[config.mk]
export PLATFORM = sky130hd
export DESIGN_NAME = gpc_mem_arbiter_flat
export DESIGN_NICKNAME = d
export VERILOG_FILES = /design/src/rtl/gpc_mem_arbiter_if.sv /design/src/rtl/gpc_mem_arbiter.sv /design/src/flat_wrapper.sv
export SDC_FILE = /design/constraint.sdc
export NUM_CORES = 1
export LEC_CHECK = 0
export CORE_ASPECT_RATIO = 1.25
export CORE_MARGIN = 4
export CORE_UTILIZATION = 32
export CTS_CLUSTER_DIAMETER = 150
export DETAILED_ROUTE_END_ITERATION = 8
export PLACE_DENSITY = 0.77
export SLEW_MARGIN = 20
export SYNTH_ARGS = -nofsm -noshare
export SYNTH_HDL_FRONTEND = slang
export SYNTH_SLANG_ARGS = --single-unit
[constraint.sdc]
create_clock -name clk -period 1.9 [get_ports clk]
set_input_delay 0.475 -clock clk [delete_from_list [all_inputs] [get_ports clk]]
set_output_delay 0.475 -clock clk [all_outputs]
set_load 0.1 [all_outputs]
[src/rtl/gpc_mem_arbiter_if.sv]
`default_nettype none
// +---------------------------------------------------------------------------+
// | gpc_mem_arbiter_if : IFU / LSU request-response channels plus memory port |
// | Rev 1.0                                                                   |
// +---------------------------------------------------------------------------+
interface gpc_mem_arbiter_if #(
  parameter int AW = 32,
  parameter int DW = 32
) ();
  localparam int MW = DW / 8;

  logic          ifu_req_valid;
  logic          ifu_req_ready;
  logic [AW-1:0] ifu_addr;
  logic          ifu_rsp_valid;
  logic [DW-1:0] ifu_rsp_data;

  logic          lsu_req_valid;
  logic          lsu_req_ready;
  logic [AW-1:0] lsu_addr;
  logic          lsu_wen;
  logic [DW-1:0] lsu_wdata;
  logic [MW-1:0] lsu_wmask;
  logic          lsu_rsp_valid;
  logic [DW-1:0] lsu_rsp_data;

  logic          mem_req_valid;
  logic          mem_req_ready;
  logic [AW-1:0] mem_addr;
  logic          mem_wen;
  logic [DW-1:0] mem_wdata;
  logic [MW-1:0] mem_wmask;
  logic          mem_rsp_valid;
  logic [DW-1:0] mem_rsp_data;

  // Arbiter view: target of both requesters, initiator toward memory.
  modport slave (
    input  ifu_req_valid, ifu_addr,
    output ifu_req_ready, ifu_rsp_valid, ifu_rsp_data,
    input  lsu_req_valid, lsu_addr, lsu_wen, lsu_wdata, lsu_wmask,
    output lsu_req_ready, lsu_rsp_valid, lsu_rsp_data,
    output mem_req_valid, mem_addr, mem_wen, mem_wdata, mem_wmask,
    input  mem_req_ready, mem_rsp_valid, mem_rsp_data
  );

  // Environment view: requesters and memory model.
  modport master (
    output ifu_req_valid, ifu_addr,
    input  ifu_req_ready, ifu_rsp_valid, ifu_rsp_data,
    output lsu_req_valid, lsu_addr, lsu_wen, lsu_wdata, lsu_wmask,
    input  lsu_req_ready, lsu_rsp_valid, lsu_rsp_data,
    input  mem_req_valid, mem_addr, mem_wen, mem_wdata, mem_wmask,
    output mem_req_ready, mem_rsp_valid, mem_rsp_data
  );
endinterface
`default_nettype wire

[src/rtl/gpc_mem_arbiter.sv]
`default_nettype none
// +---------------------------------------------------------------------------+
// | gpc_mem_arbiter : LSU-priority arbiter with IFU starvation guard, one     |
// | memory transaction outstanding at a time.   Rev 1.0                       |
// +---------------------------------------------------------------------------+
module gpc_mem_arbiter #(
  parameter int AW         = 32,
  parameter int DW         = 32,
  parameter int STARVE_LIM = 4
) (
  input  logic              clk,
  input  logic              rst,
  gpc_mem_arbiter_if.slave  bus,
  output logic              busy
);
  localparam int MW = DW / 8;
  localparam int CW = $clog2(STARVE_LIM + 1);

  localparam logic [1:0] ST_IDLE = 2'd0;
  localparam logic [1:0] ST_REQ  = 2'd1;
  localparam logic [1:0] ST_WAIT = 2'd2;

  localparam logic OWN_IFU = 1'b0;
  localparam logic OWN_LSU = 1'b1;

  logic [1:0]    state_q, state_d;
  logic          owner_q, owner_d;
  logic [CW-1:0] starve_cnt_q, starve_cnt_d;
  logic [AW-1:0] addr_q, addr_d;
  logic          wen_q, wen_d;
  logic [DW-1:0] wdata_q, wdata_d;
  logic [MW-1:0] wmask_q, wmask_d;

  logic is_idle;
  logic ifu_starved;
  logic grant_lsu;
  logic grant_ifu;
  logic rsp_fire;

  assign is_idle     = (state_q == ST_IDLE);
  assign ifu_starved = bus.ifu_req_valid && (starve_cnt_q == CW'(STARVE_LIM));
  assign grant_lsu   = is_idle && bus.lsu_req_valid && !ifu_starved;
  assign grant_ifu   = is_idle && bus.ifu_req_valid && !grant_lsu;
  assign rsp_fire    = (state_q == ST_WAIT) && bus.mem_rsp_valid;

  always_comb begin
    state_d      = state_q;
    owner_d      = owner_q;
    starve_cnt_d = starve_cnt_q;
    addr_d       = addr_q;
    wen_d        = wen_q;
    wdata_d      = wdata_q;
    wmask_d      = wmask_q;
    case (state_q)
      ST_IDLE: begin
        if (grant_lsu) begin
          state_d = ST_REQ;
          owner_d = OWN_LSU;
          addr_d  = bus.lsu_addr;
          wen_d   = bus.lsu_wen;
          wdata_d = bus.lsu_wdata;
          wmask_d = bus.lsu_wmask;
          // Count only grants that actually made a waiting fetch wait longer.
          if (!bus.ifu_req_valid)
            starve_cnt_d = '0;
          else if (starve_cnt_q != CW'(STARVE_LIM))
            starve_cnt_d = starve_cnt_q + 1'b1;
        end else if (grant_ifu) begin
          state_d      = ST_REQ;
          owner_d      = OWN_IFU;
          addr_d       = bus.ifu_addr;
          wen_d        = 1'b0;
          wdata_d      = '0;
          wmask_d      = '0;
          starve_cnt_d = '0;
        end
      end
      ST_REQ:  if (bus.mem_req_ready) state_d = ST_WAIT;
      ST_WAIT: if (bus.mem_rsp_valid) state_d = ST_IDLE;
      default: state_d = ST_IDLE;
    endcase
  end

  always_ff @(posedge clk or negedge rst) begin
    if (!rst) begin
      state_q      <= ST_IDLE;
      owner_q      <= OWN_IFU;
      starve_cnt_q <= '0;
      addr_q       <= '0;
      wen_q        <= 1'b0;
      wdata_q      <= '0;
      wmask_q      <= '0;
    end else begin
      state_q      <= state_d;
      owner_q      <= owner_d;
      starve_cnt_q <= starve_cnt_d;
      addr_q       <= addr_d;
      wen_q        <= wen_d;
      wdata_q      <= wdata_d;
      wmask_q      <= wmask_d;
    end
  end

  // Grants are combinational from the valids, so mask them while reset is held.
  assign bus.ifu_req_ready = grant_ifu && rst;
  assign bus.lsu_req_ready = grant_lsu && rst;

  assign bus.ifu_rsp_valid = rsp_fire && (owner_q == OWN_IFU);
  assign bus.lsu_rsp_valid = rsp_fire && (owner_q == OWN_LSU);
  assign bus.ifu_rsp_data  = bus.ifu_rsp_valid ? bus.mem_rsp_data : '0;
  assign bus.lsu_rsp_data  = bus.lsu_rsp_valid ? bus.mem_rsp_data : '0;

  assign bus.mem_req_valid = (state_q == ST_REQ);
  assign bus.mem_addr      = addr_q;
  assign bus.mem_wen       = wen_q;
  assign bus.mem_wdata     = wdata_q;
  assign bus.mem_wmask     = wmask_q;

  assign busy = !is_idle;
endmodule
`default_nettype wire

[src/flat_wrapper.sv]
// flat-port wrapper written by rule: the top's interface ports become plain ports
module gpc_mem_arbiter_flat 
#(
  parameter int AW         = 32,
  parameter int DW         = 32,
  parameter int STARVE_LIM = 4
)
  (clk, rst, busy, bus_ifu_req_valid, bus_ifu_addr, bus_ifu_req_ready, bus_ifu_rsp_valid, bus_ifu_rsp_data, bus_lsu_req_valid, bus_lsu_addr, bus_lsu_wen, bus_lsu_wdata, bus_lsu_wmask, bus_lsu_req_ready, bus_lsu_rsp_valid, bus_lsu_rsp_data, bus_mem_req_valid, bus_mem_addr, bus_mem_wen, bus_mem_wdata, bus_mem_wmask, bus_mem_req_ready, bus_mem_rsp_valid, bus_mem_rsp_data);
  gpc_mem_arbiter_if #(.AW(AW), .DW(DW)) bus_i ();
  input  logic clk;
  input  logic rst;
  output logic busy;
  input wire logic [$bits(bus_i.ifu_req_valid)-1:0] bus_ifu_req_valid;
  input wire logic [$bits(bus_i.ifu_addr)-1:0] bus_ifu_addr;
  output wire logic [$bits(bus_i.ifu_req_ready)-1:0] bus_ifu_req_ready;
  output wire logic [$bits(bus_i.ifu_rsp_valid)-1:0] bus_ifu_rsp_valid;
  output wire logic [$bits(bus_i.ifu_rsp_data)-1:0] bus_ifu_rsp_data;
  input wire logic [$bits(bus_i.lsu_req_valid)-1:0] bus_lsu_req_valid;
  input wire logic [$bits(bus_i.lsu_addr)-1:0] bus_lsu_addr;
  input wire logic [$bits(bus_i.lsu_wen)-1:0] bus_lsu_wen;
  input wire logic [$bits(bus_i.lsu_wdata)-1:0] bus_lsu_wdata;
  input wire logic [$bits(bus_i.lsu_wmask)-1:0] bus_lsu_wmask;
  output wire logic [$bits(bus_i.lsu_req_ready)-1:0] bus_lsu_req_ready;
  output wire logic [$bits(bus_i.lsu_rsp_valid)-1:0] bus_lsu_rsp_valid;
  output wire logic [$bits(bus_i.lsu_rsp_data)-1:0] bus_lsu_rsp_data;
  output wire logic [$bits(bus_i.mem_req_valid)-1:0] bus_mem_req_valid;
  output wire logic [$bits(bus_i.mem_addr)-1:0] bus_mem_addr;
  output wire logic [$bits(bus_i.mem_wen)-1:0] bus_mem_wen;
  output wire logic [$bits(bus_i.mem_wdata)-1:0] bus_mem_wdata;
  output wire logic [$bits(bus_i.mem_wmask)-1:0] bus_mem_wmask;
  input wire logic [$bits(bus_i.mem_req_ready)-1:0] bus_mem_req_ready;
  input wire logic [$bits(bus_i.mem_rsp_valid)-1:0] bus_mem_rsp_valid;
  input wire logic [$bits(bus_i.mem_rsp_data)-1:0] bus_mem_rsp_data;
  assign bus_i.ifu_req_valid = bus_ifu_req_valid;
  assign bus_i.ifu_addr = bus_ifu_addr;
  assign bus_ifu_req_ready = bus_i.ifu_req_ready;
  assign bus_ifu_rsp_valid = bus_i.ifu_rsp_valid;
  assign bus_ifu_rsp_data = bus_i.ifu_rsp_data;
  assign bus_i.lsu_req_valid = bus_lsu_req_valid;
  assign bus_i.lsu_addr = bus_lsu_addr;
  assign bus_i.lsu_wen = bus_lsu_wen;
  assign bus_i.lsu_wdata = bus_lsu_wdata;
  assign bus_i.lsu_wmask = bus_lsu_wmask;
  assign bus_lsu_req_ready = bus_i.lsu_req_ready;
  assign bus_lsu_rsp_valid = bus_i.lsu_rsp_valid;
  assign bus_lsu_rsp_data = bus_i.lsu_rsp_data;
  assign bus_mem_req_valid = bus_i.mem_req_valid;
  assign bus_mem_addr = bus_i.mem_addr;
  assign bus_mem_wen = bus_i.mem_wen;
  assign bus_mem_wdata = bus_i.mem_wdata;
  assign bus_mem_wmask = bus_i.mem_wmask;
  assign bus_i.mem_req_ready = bus_mem_req_ready;
  assign bus_i.mem_rsp_valid = bus_mem_rsp_valid;
  assign bus_i.mem_rsp_data = bus_mem_rsp_data;
  gpc_mem_arbiter #(.AW(AW), .DW(DW), .STARVE_LIM(STARVE_LIM)) u_core (.clk(clk), .rst(rst), .bus(bus_i), .busy(busy));
endmodule
---- Yosys cells after proc, flatten, opt, wreduce, memory -nomap -nowiden ----
Cells that the tools add are included.
operators by class
  $add $sub $neg .......................... 1
  multipliers ............................. 0
  div/mod/pow operators ................... 0
  $lt $le $gt $ge ......................... 0
  equal/unequal tests ..................... 8
  shift-type cells ........................ 0
  mux-type cells .......................... 20
  bitwise logic cells ..................... 1
  reductions and logical operators ........ 18
operators with widths
  kind                   number
  $mux W32               6
  $mux W3                4
  $logic_and A1 B1 Y1    10
  $ne A3 B3 Y1 const B   3
  $mux W2                4
  $mux W4                2
  $pmux W2 S3            1
  $reduce_and A3 Y1      2
  $add A3 B1 Y3 const B  1
  $eq A3 B3 Y1 const B   1
  $logic_not A1 Y1       3
  $mux W1                3
  $eq A2 B1 Y1 const B   1
  $eq A2 B2 Y1 const B   1
  $logic_not A2 Y1       1
  $ne A2 B1 Y1 const B   1
  $ne A2 B2 Y1 const B   1
  $reduce_and A2 Y1      1
  $reduce_bool A2 Y1     1
  $not A1 Y1             1
word-level totals
  bits in registers ....................... 75
  bits in latches ......................... 0
  bits in writable memories ............... 0
  memory bits (read-only) ................. 0
  input port bits ......................... 139
  output and inout bits ................... 139
  logic and storage cells ................. 55
  memories kept ........................... 0

---- Logic depth before layout (Yosys ltp) ----
Gate-level depths: netlist of the first run.
  depth in word-level cells ............... 9
  mapped depth ............................ 6
  gate-level depth less buffers ........... 4

---- Least setup slack after synthesis of the first run ----
Ideal clock, no wire load.
  kind .................................... input to output
  start point ............................. input bus_mem_rsp_valid
  end point ............................... output bus_ifu_rsp_data[10]
  data arrival time ....................... 2859 ps
  data required time ...................... 1425 ps
  path slack .............................. -1434 ps
  stages .................................. 3
  buffers on the path ..................... 1
  cells stage by stage .................... nor4bb_1 clkbuf_1 and2_1
on the way
  longest elaborated chain between the ends .. 3
RTL lines
  what                         RTL line                source
  from (decl)                  flat_wrapper.sv:32      input wire logic [$bits(bus_i.mem_rsp_valid)-1:0] bus_mem_rsp_valid;
  $logic_and A1 B1 Y1          gpc_mem_arbiter.sv:44   assign rsp_fire = (state_q == ST_WAIT) && bus.mem_rsp_valid;
  $logic_and A1 B1 Y1          gpc_mem_arbiter.sv:108  assign bus.ifu_rsp_valid = rsp_fire && (owner_q == OWN_IFU);
  named net bus_ifu_rsp_valid  flat_wrapper.sv:16      output wire logic [$bits(bus_i.ifu_rsp_valid)-1:0] bus_ifu_rsp_valid;
  $mux W32                     gpc_mem_arbiter.sv:110  assign bus.ifu_rsp_data = bus.ifu_rsp_valid ? bus.mem_rsp_data : '0;
  to (decl)                    flat_wrapper.sv:17      output wire logic [$bits(bus_i.ifu_rsp_data)-1:0] bus_ifu_rsp_data;
The timed path passes the listed nets, and every way through them passes these cells.

---- Worst setup path in the final report of the first run ----
  start point ............................. register u_core.state_q[0]
  end point ............................... output bus_ifu_req_ready
on the way
  longest elaborated chain between the ends .. 6
  elaborated cells between the ends (all ways) .. 7
  those cells by class .................... 7 x reduce/logical
RTL lines
  what                               RTL line                source
  from (decl)                        gpc_mem_arbiter.sv:26   logic [1:0] state_q, state_d;
  from (signal assigned)             gpc_mem_arbiter.sv:94   state_q <= state_d;
  $logic_not A2 Y1 *                 gpc_mem_arbiter.sv:40   assign is_idle = (state_q == ST_IDLE);
  $logic_and A1 B1 Y1 (2 in series)  gpc_mem_arbiter.sv:42   assign grant_lsu = is_idle && bus.lsu_req_valid && !ifu_starved;
  $logic_not A1 Y1                   gpc_mem_arbiter.sv:43   assign grant_ifu = is_idle && bus.ifu_req_valid && !grant_lsu;
  $logic_and A1 B1 Y1 *              gpc_mem_arbiter.sv:43
  $logic_and A1 B1 Y1 *              gpc_mem_arbiter.sv:105  assign bus.ifu_req_ready = grant_ifu && rst;
  to (decl)                          flat_wrapper.sv:15      output wire logic [$bits(bus_i.ifu_req_ready)-1:0] bus_ifu_req_ready;
Every way passes the cells marked *; elsewhere a longest branch is shown, timed or not.

==> results.sh, run 1 <==
export IMPL_power_leakage_uw=0.00456
export IMPL_routed_wl_um=20400
export IMPL_drc=0
export IMPL_failed_checks="negative setup slack"
export IMPL_fin_crit_sh=1.20
export IMPL_post_route_cell_area_um2=9990
export IMPL_port_buffers=277
export IMPL_yosysTopAreaCell="sky130_fd_sc_hd__dfrtp_1"
export IMPL_synth_area_top_cells="sky130_fd_sc_hd__dfrtp_1 (47%), sky130_fd_sc_hd__mux2_1 (19%), sky130_fd_sc_hd__and2_1 (10%), sky130_fd_sc_hd__mux2_2 (9.3%), sky130_fd_sc_hd__nor2b_1 (5.8%)"
export IMPL_initial_utilization=0.327
export IMPL_syn_instance_count=329
export IMPL_library_cell_used_as_clock_root_buffer="sky130_fd_sc_hd__clkbuf_16"
export IMPL_fin_ws_ns=-0.372
export IMPL_synth_net_count=470
export IMPL_die_x_um=108
export IMPL_critical_path_peak_fanout=4
export IMPL_critical_path_top_delay_family="simple AND/OR/NAND/NOR gates"
export IMPL_ratio_of_cells_with_drive_above_1_in_the_final_layout=0.582
export IMPL_clock_fmax_ghz=0.440
export IMPL_non_filler_instance_count_after_layout=826
export IMPL_cp_startpoint="u_core.state_q[0]"
export IMPL_vdd_drop_max_v=0.00139
export IMPL_timing_critical_path_buf_inv=1
export IMPL_gp_routability_congestion=0.777
export IMPL_max_slew_margin=0.387
export IMPL_grt_max_degree=70
export IMPL_layout_filler_cell_count=623
export IMPL_route_detailed_vias_per_inst=4.85
export IMPL_synth_most_common_cell="sky130_fd_sc_hd__dfrtp_1"
export IMPL_ff_to_ff_end="u_core.bus.mem_addr[1]"
export IMPL_finalHoldViolations=0
export IMPL_floorplan_io_pins=278
export IMPL_synth_distinct_cells=28
export IMPL_rsz_0062_raised_after_global_routing="true"
export IMPL_clock_insertion_delay_worst_skew_ns=0.34
export IMPL_finalNetCount=794
export IMPL_clock_tree_htree_level_count=3
export IMPL_grt_antenna_before_repair=4
export IMPL_grt_pass1_vias=4379
export IMPL_synthesis_yosys_warnings=0
export IMPL_reg2reg_depth=9
export IMPL_outcome="complete, but fails checks"
export IMPL_critPathKind="reg -> out"
export IMPL_synth_top_area_frac=0.469
export IMPL_clock_tree_buffer_depth=2
export IMPL_worst_ep_required_time_ns=1.42
export IMPL_die_area_um2=14400
export IMPL_maxSlewViolCount=0
export IMPL_critical_path_startpoint_type="register"
export IMPL_areaGrowthSynthToFinish_pct=150
export IMPL_vertical_die_dimension_um=133
export IMPL_total_power_uw=19900
export IMPL_placementRows=45
export IMPL_total_grt_usage=0.247
export IMPL_route_detailed_wl_per_inst_um=24.7
export IMPL_post_detailed_placement_cell_area_um2=8650
export IMPL_worst_ep_arrival_time_ns=1.80
export IMPL_hold_class="in -> async"
export IMPL_max_cap_violations=0
export IMPL_finalCriticalPeriod_ns=2.27
export IMPL_final_setup_skew_ns=0.0100
export IMPL_design_core_area_um2=12200
export IMPL_yosysSeqAreaShare=0.469
export IMPL_power_density_nw_per_um2=1990
export IMPL_dr_total_vias=4009
export IMPL_dp_worst_setup_slack_ns=-0.504
export IMPL_synth_cell_area_um2=4000
export IMPL_drt_iter0_drc=187
export IMPL_post_place_cells=772
export IMPL_setup_violations_final=118
export IMPL_clock_sinks=75
export IMPL_slowest_cell_on_the_critical_path="sky130_fd_sc_hd__dfrtp_2"
export IMPL_synth_edff_count=0
export IMPL_global_route_wire_length_before_repair_um=26500
export IMPL_worstSetupEndpointType="primary output"
export IMPL_ys_flop_type="sky130_fd_sc_hd__dfrtp_1"
export IMPL_cts_tree="built"
export IMPL_detailedRoute_firstPassIterationCount=4
export IMPL_transition_time_of_the_tightest_slew_check_pin_ns=0.920
export IMPL_gr_total_overflow=0
export IMPL_ys_seq_elements=75
export IMPL_r2r_slack_ns=-0.21
export IMPL_reg2reg_from="u_core.state_q[0]"
export IMPL_critPathMaxStageDelay_ns=0.45
export IMPL_ant_nets=0
export IMPL_postSynthAreaPerCell_um2=12.2
export IMPL_cts_inserted_buffers=9
export IMPL_crit_chain="or3b_4, a31o_4, and3_4, buf_12"
export IMPL_synth_async_reset_ratio=1.00
export IMPL_synth_cells_most_frequent="sky130_fd_sc_hd__dfrtp_1 (75), sky130_fd_sc_hd__mux2_1 (68), sky130_fd_sc_hd__and2_1 (65)"
export IMPL_clkSlewWorstSetupHoldPaths_ns=0.06
export IMPL_dpl_wire_length_um=13200
layout make-up:
class                           instances  area (µm²)  share of cell area
Clock buffer                           11         243              0.0243
Multi-Input combinational cell        227        2520               0.253
Tap cell                              164         205              0.0205
Clock inverter                          5         108              0.0108
Antenna cell                            4        10.0             0.00100
Sequential cell                        75        1880               0.188
Inverter                                6        25.0             0.00250
Timing Repair Buffer                  334        5000               0.500
metrics by stage:
stage,hold slack [ns],utilization,TNS (ns)
after floorplan,0.179,-,-0.517
final,0.427,0.818,-29.32
after global placement,0.303,0.708,-53.79
after detailed placement,0.311,0.708,-57.21
after global routing,0.497,0.818,-36.45
after CTS,0.446,0.777,-28.50
logic make-up (layout without fill, tap and decap cells):
family | Yosys count | in the layout | share of synthesized area
buffers and inverters | 27 | 356 | 0.0407
adders and majority gates | 2 | 2 | 0.00625
and+or+nand+nor | 114 | 114 | 0.180
AOI/OAI and AO/OA | 10 | 10 | 0.0194
other | 0 | 4 | 0
muxes | 101 | 101 | 0.284
DFF | 75 | 75 | 0.469
how the worst max path moves through the flow:
stage | endpoint | slack, ns | cells past startpoint
5_1_grt | bus_ifu_rsp_data[24] | -0.42 | 5
4_1_cts | bus_ifu_rsp_data[9] | -0.38 | 6
3_5_place_dp | bus_lsu_req_ready | -0.50 | 5
3_3_place_gp | bus_lsu_req_ready | -0.49 | 5
6_report | bus_ifu_req_ready | -0.37 | 4
2_1_floorplan | bus_ifu_req_ready | -0.14 | 5
routing by layer:
layer / wire length, µm / global-route usage / part of all wire / vias to the layer above
met3: 1650 / 0.0761 / 0.081 / 45
met5: 0 / 0 / 0 / -
met4: 908 / 0.117 / 0.045 / 0
li1: - / - / - / 1766
met1: 6740 / 0.231 / 0.33 / 1977
met2: 11100 / 0.474 / 0.54 / 221
power breakdown:
| group | total, µW | leakage, µW | switching [µW] | internal, µW |
|---|---|---|---|---|
| Combinational | 14700 | 0.00347 | 8310 | 6380 |
| Clock | 2040 | 0.000170 | 714 | 1330 |
| Sequential | 3200 | 0.000921 | 856 | 2350 |
cells in the final DEF (no fill, tap or decap), types with 2 or more instances in the layout:
cell type,instances
sky130_fd_sc_hd__dlygate4sd2_1,3
sky130_fd_sc_hd__nor4_1,2
sky130_fd_sc_hd__o21ai_0,2
sky130_fd_sc_hd__mux2_2,4
sky130_fd_sc_hd__buf_16,4
sky130_fd_sc_hd__buf_6,10
sky130_fd_sc_hd__mux2_4,84
sky130_fd_sc_hd__dfrtp_1,74
sky130_fd_sc_hd__nor2b_1,31
sky130_fd_sc_hd__inv_1,4
sky130_fd_sc_hd__clkdlybuf4s50_1,134
sky130_fd_sc_hd__nor2b_2,6
sky130_fd_sc_hd__diode_2,4
sky130_fd_sc_hd__buf_12,150
sky130_fd_sc_hd__buf_4,19
sky130_fd_sc_hd__nand2_1,2
sky130_fd_sc_hd__bufinv_16,3
sky130_fd_sc_hd__clkbuf_16,15
sky130_fd_sc_hd__and2_4,65
sky130_fd_sc_hd__mux2_1,13
sky130_fd_sc_hd__buf_8,7
sky130_fd_sc_hd__a21o_1,2
flip-flops by register name, indices dropped and copies added (netlist names):
signal	cells
u_core.state_q	2
u_core.bus.mem_wdata	32
u_core.bus.mem_addr	32
u_core.starve_cnt_q	3
u_core.bus.mem_wmask	4
u_core.bus.mem_wen	1
u_core.owner_q	1
worst register-to-register path: cells and delay by family (launching register included):
family | cells | cell delay, ns
buf+inv | 6 | 0.73
flops | 1 | 0.45
mux | 2 | 0.58
simple gates | 1 | 0.23
timing repair:
action / 4_1_cts / 5_1_grt
setup endpoints to repair: 138 / 139
buffers inserted: 16 / 11
resized for setup: 48 / 112
hold buffers: 1 / 0
endpoints found under the hold margin: 6 / 0
pin swaps: 25 / 14
gates cloned: 7 / 7
Power figures use the tool's default switching activity.
==> run 2: changes to the inputs <==
--- a/config.mk
+++ b/config.mk
@@ -5,7 +5,7 @@
 export SDC_FILE = /design/constraint.sdc
 export NUM_CORES = 1
 export LEC_CHECK = 0
-export CORE_ASPECT_RATIO = 1.25
+export CORE_ASPECT_RATIO = 1.4
 export CORE_MARGIN = 4
 export CORE_UTILIZATION = 32
 export CTS_CLUSTER_DIAMETER = 150
==> constraint.sdc (replaced) <==
create_clock -name clk -period 1.9 [get_ports clk]
set_input_delay 0.38 -clock clk [delete_from_list [all_inputs] [get_ports clk]]
set_output_delay 0.38 -clock clk [all_outputs]
set_load 0.1 [all_outputs]
==> run 2 against run 1 <==
  * The flow still finishes with violations (negative setup slack)
  * Wire length fell by 15%
  * Count of clock-buffer cells in the layout fell by 1
  * Maximum frequency up 1.5%
  * Clock power shrank 22%
  * Utilization fell by 12 points
  * Global-route usage decreased by 2.9 points
  * Critical path depth is 1 higher
  * Cell count shrank 3.0%
  * Sequential power shrank 13%
  * Combinational power fell by 22%
  * Sequential share of layout area rose by 3.0 points
  * Total power fell by 20%
  * Critical endpoint unchanged
  * Largest power group unchanged
  * Highest routed layer is now met5
==> results.sh, run 2 (same netlist as run 1, synthesis figures left out) <==
export IMPL_outcome="complete, but fails checks"
export IMPL_failed_checks="negative setup slack"
export IMPL_clock_tree_htree_level_count=3
export IMPL_max_cap_violations=0
export IMPL_drt_iter0_drc=97
export IMPL_dr_total_vias=3865
export IMPL_multi_input_area_um2=2180
export IMPL_total_grt_usage=0.218
export IMPL_worst_ep_arrival_time_ns=1.86
export IMPL_ff_to_ff_end="u_core.bus.mem_addr[10]"
export IMPL_dpl_wire_length_um=11900
export IMPL_vdd_drop_max_v=0.00134
export IMPL_clock_fmax_ghz=0.447
export IMPL_power_leakage_uw=0.00383
export IMPL_non_filler_instance_count_after_layout=801
export IMPL_die_area_um2=14400
export IMPL_clock_tree_buffer_depth=2
export IMPL_r2r_slack_ns=-0.10
export IMPL_post_place_cells=753
export IMPL_grt_max_degree=57
export IMPL_critical_path_peak_fanout=3
export IMPL_reg2reg_from="u_core.state_q[1]"
export IMPL_initial_utilization=0.325
export IMPL_route_detailed_wl_per_inst_um=21.5
export IMPL_routed_wl_um=17200
export IMPL_reg2reg_depth=7
export IMPL_finalHoldViolations=0
export IMPL_worstSetupEndpointType="primary output"
export IMPL_gp_routability_congestion=0.810
export IMPL_layout_commonest_cell="sky130_fd_sc_hd__clkdlybuf4s50_1"
export IMPL_max_slew_margin=0.509
export IMPL_placementRows=48
export IMPL_post_detailed_placement_cell_area_um2=7720
export IMPL_clkSlewWorstSetupHoldPaths_ns=0.06
export IMPL_finalCriticalPeriod_ns=2.24
export IMPL_detailedRoute_firstPassIterationCount=4
export IMPL_hold_class="in -> async"
export IMPL_ant_nets=0
export IMPL_fin_ws_ns=-0.340
export IMPL_regArea_um2=1880
export IMPL_layout_filler_cell_count=863
export IMPL_rsz_0062_raised_after_global_routing="true"
export IMPL_cts_tree="built"
export IMPL_post_route_cell_area_um2=8620
export IMPL_ratio_of_cells_with_drive_above_1_in_the_final_layout=0.478
export IMPL_finalNetCount=786
export IMPL_total_power_uw=15900
export IMPL_layout_common_cells="sky130_fd_sc_hd__clkdlybuf4s50_1 (136), sky130_fd_sc_hd__buf_4 (84), sky130_fd_sc_hd__buf_12 (83)"
export IMPL_totalNegativeSetupSlack_ns=-20.40
export IMPL_clock_sinks=75
export IMPL_power_density_nw_per_um2=1840
export IMPL_transition_time_of_the_tightest_slew_check_pin_ns=0.737
export IMPL_setup_violations_final=138
export IMPL_route_detailed_vias_per_inst=4.83
export IMPL_drc=0
export IMPL_grt_pass1_vias=4255
export IMPL_worst_ep_required_time_ns=1.52
export IMPL_critical_path_startpoint_type="register"
export IMPL_global_route_wire_length_before_repair_um=23600
export IMPL_cts_inserted_buffers=9
export IMPL_dp_worst_setup_slack_ns=-0.319
export IMPL_maxSlewViolCount=0
export IMPL_clock_insertion_delay_worst_skew_ns=0.34
export IMPL_vertical_die_dimension_um=140
export IMPL_design_core_area_um2=12300
export IMPL_die_x_um=103
export IMPL_final_setup_skew_ns=0.00924
export IMPL_critPathKind="reg -> out"
export IMPL_port_buffers=277
export IMPL_gr_total_overflow=0
export IMPL_library_cell_used_as_clock_root_buffer="sky130_fd_sc_hd__clkbuf_16"
export IMPL_grt_antenna_before_repair=7
export IMPL_floorplan_io_pins=278
export IMPL_fin_crit_sh=1.18
export IMPL_areaGrowthSynthToFinish_pct=116
run 2: cell types whose count changed in the layout (fill, tap and decap cells not counted), sizes merged:
cell	previous run	this run
buf	190	182
dlygate4sd3	1	0
clkdlybuf4s50	134	136
diode	4	1
clkinvlp	0	3
dlygate4sd2	3	1
bufinv	3	0
inv	7	8
run 2: metal layers:
metal  vias up  wire [µm]  GRT usage
met3        51       1850     0.0947
met4        14        498     0.0822
met1      1839       5470      0.214
met2       205       9350      0.393
met5         -         74          0
li1       1756          -          -
run 2: worst max-delay path, stage by stage, from the launching register on:
cell and delay [ns]:
sky130_fd_sc_hd__dfrtp_2 0.43, sky130_fd_sc_hd__buf_6 0.12, sky130_fd_sc_hd__or3b_4 0.42, sky130_fd_sc_hd__a31o_4 0.24, sky130_fd_sc_hd__and3_4 0.16, sky130_fd_sc_hd__buf_12 0.16
run 2: through the flow:
step | hold slack (ns) | util
CTS | 0.0700 | 0.677
detailed placement | 0.428 | 0.627
global route | 0.0904 | 0.700
finish | 0.0652 | 0.700
floorplan | 0.0844 | -
global placement | 0.424 | 0.627
run 2: layout make-up:
cell class,instances,area share
sequential,75,0.218
timing repair buffer,326,0.473
clock inverter,6,0.00566
tap,150,0.0218
inverter,6,0.00261
antenna,1,0.000290
multi-input combinational,227,0.253
clock buffer,10,0.0266
run 2: report_power, final:
group | total (µW) | switching, µW | internal [µW]
logic | 11500 | 7860 | 3670
registers | 2780 | 439 | 2350
clock network | 1600 | 703 | 896
total | 15900 | 9000 | 6910
run 2: repair_timing:
item,CTS,global route
pin swaps,30,17
setup buffers,9,7
gates resized for setup,57,14
cloned,6,12
hold buffers,0,0
setup endpoints to repair,68,138
run 2: how the worst max path moves through the flow:
stage,endpoint,slack [ns],depth (start not counted),from
finish,bus_ifu_req_ready,-0.34,5,u_core.state_q[1]
global route,bus_ifu_req_ready,-0.37,5,u_core.state_q[1]
CTS,bus_ifu_req_ready,-0.30,5,u_core.state_q[1]
detailed placement,bus_ifu_rsp_data[18],-0.32,5,bus_mem_rsp_valid
global placement,bus_ifu_rsp_data[18],-0.30,5,bus_mem_rsp_valid
floorplan,bus_ifu_rsp_data[10],-0.21,3,u_core.state_q[0]
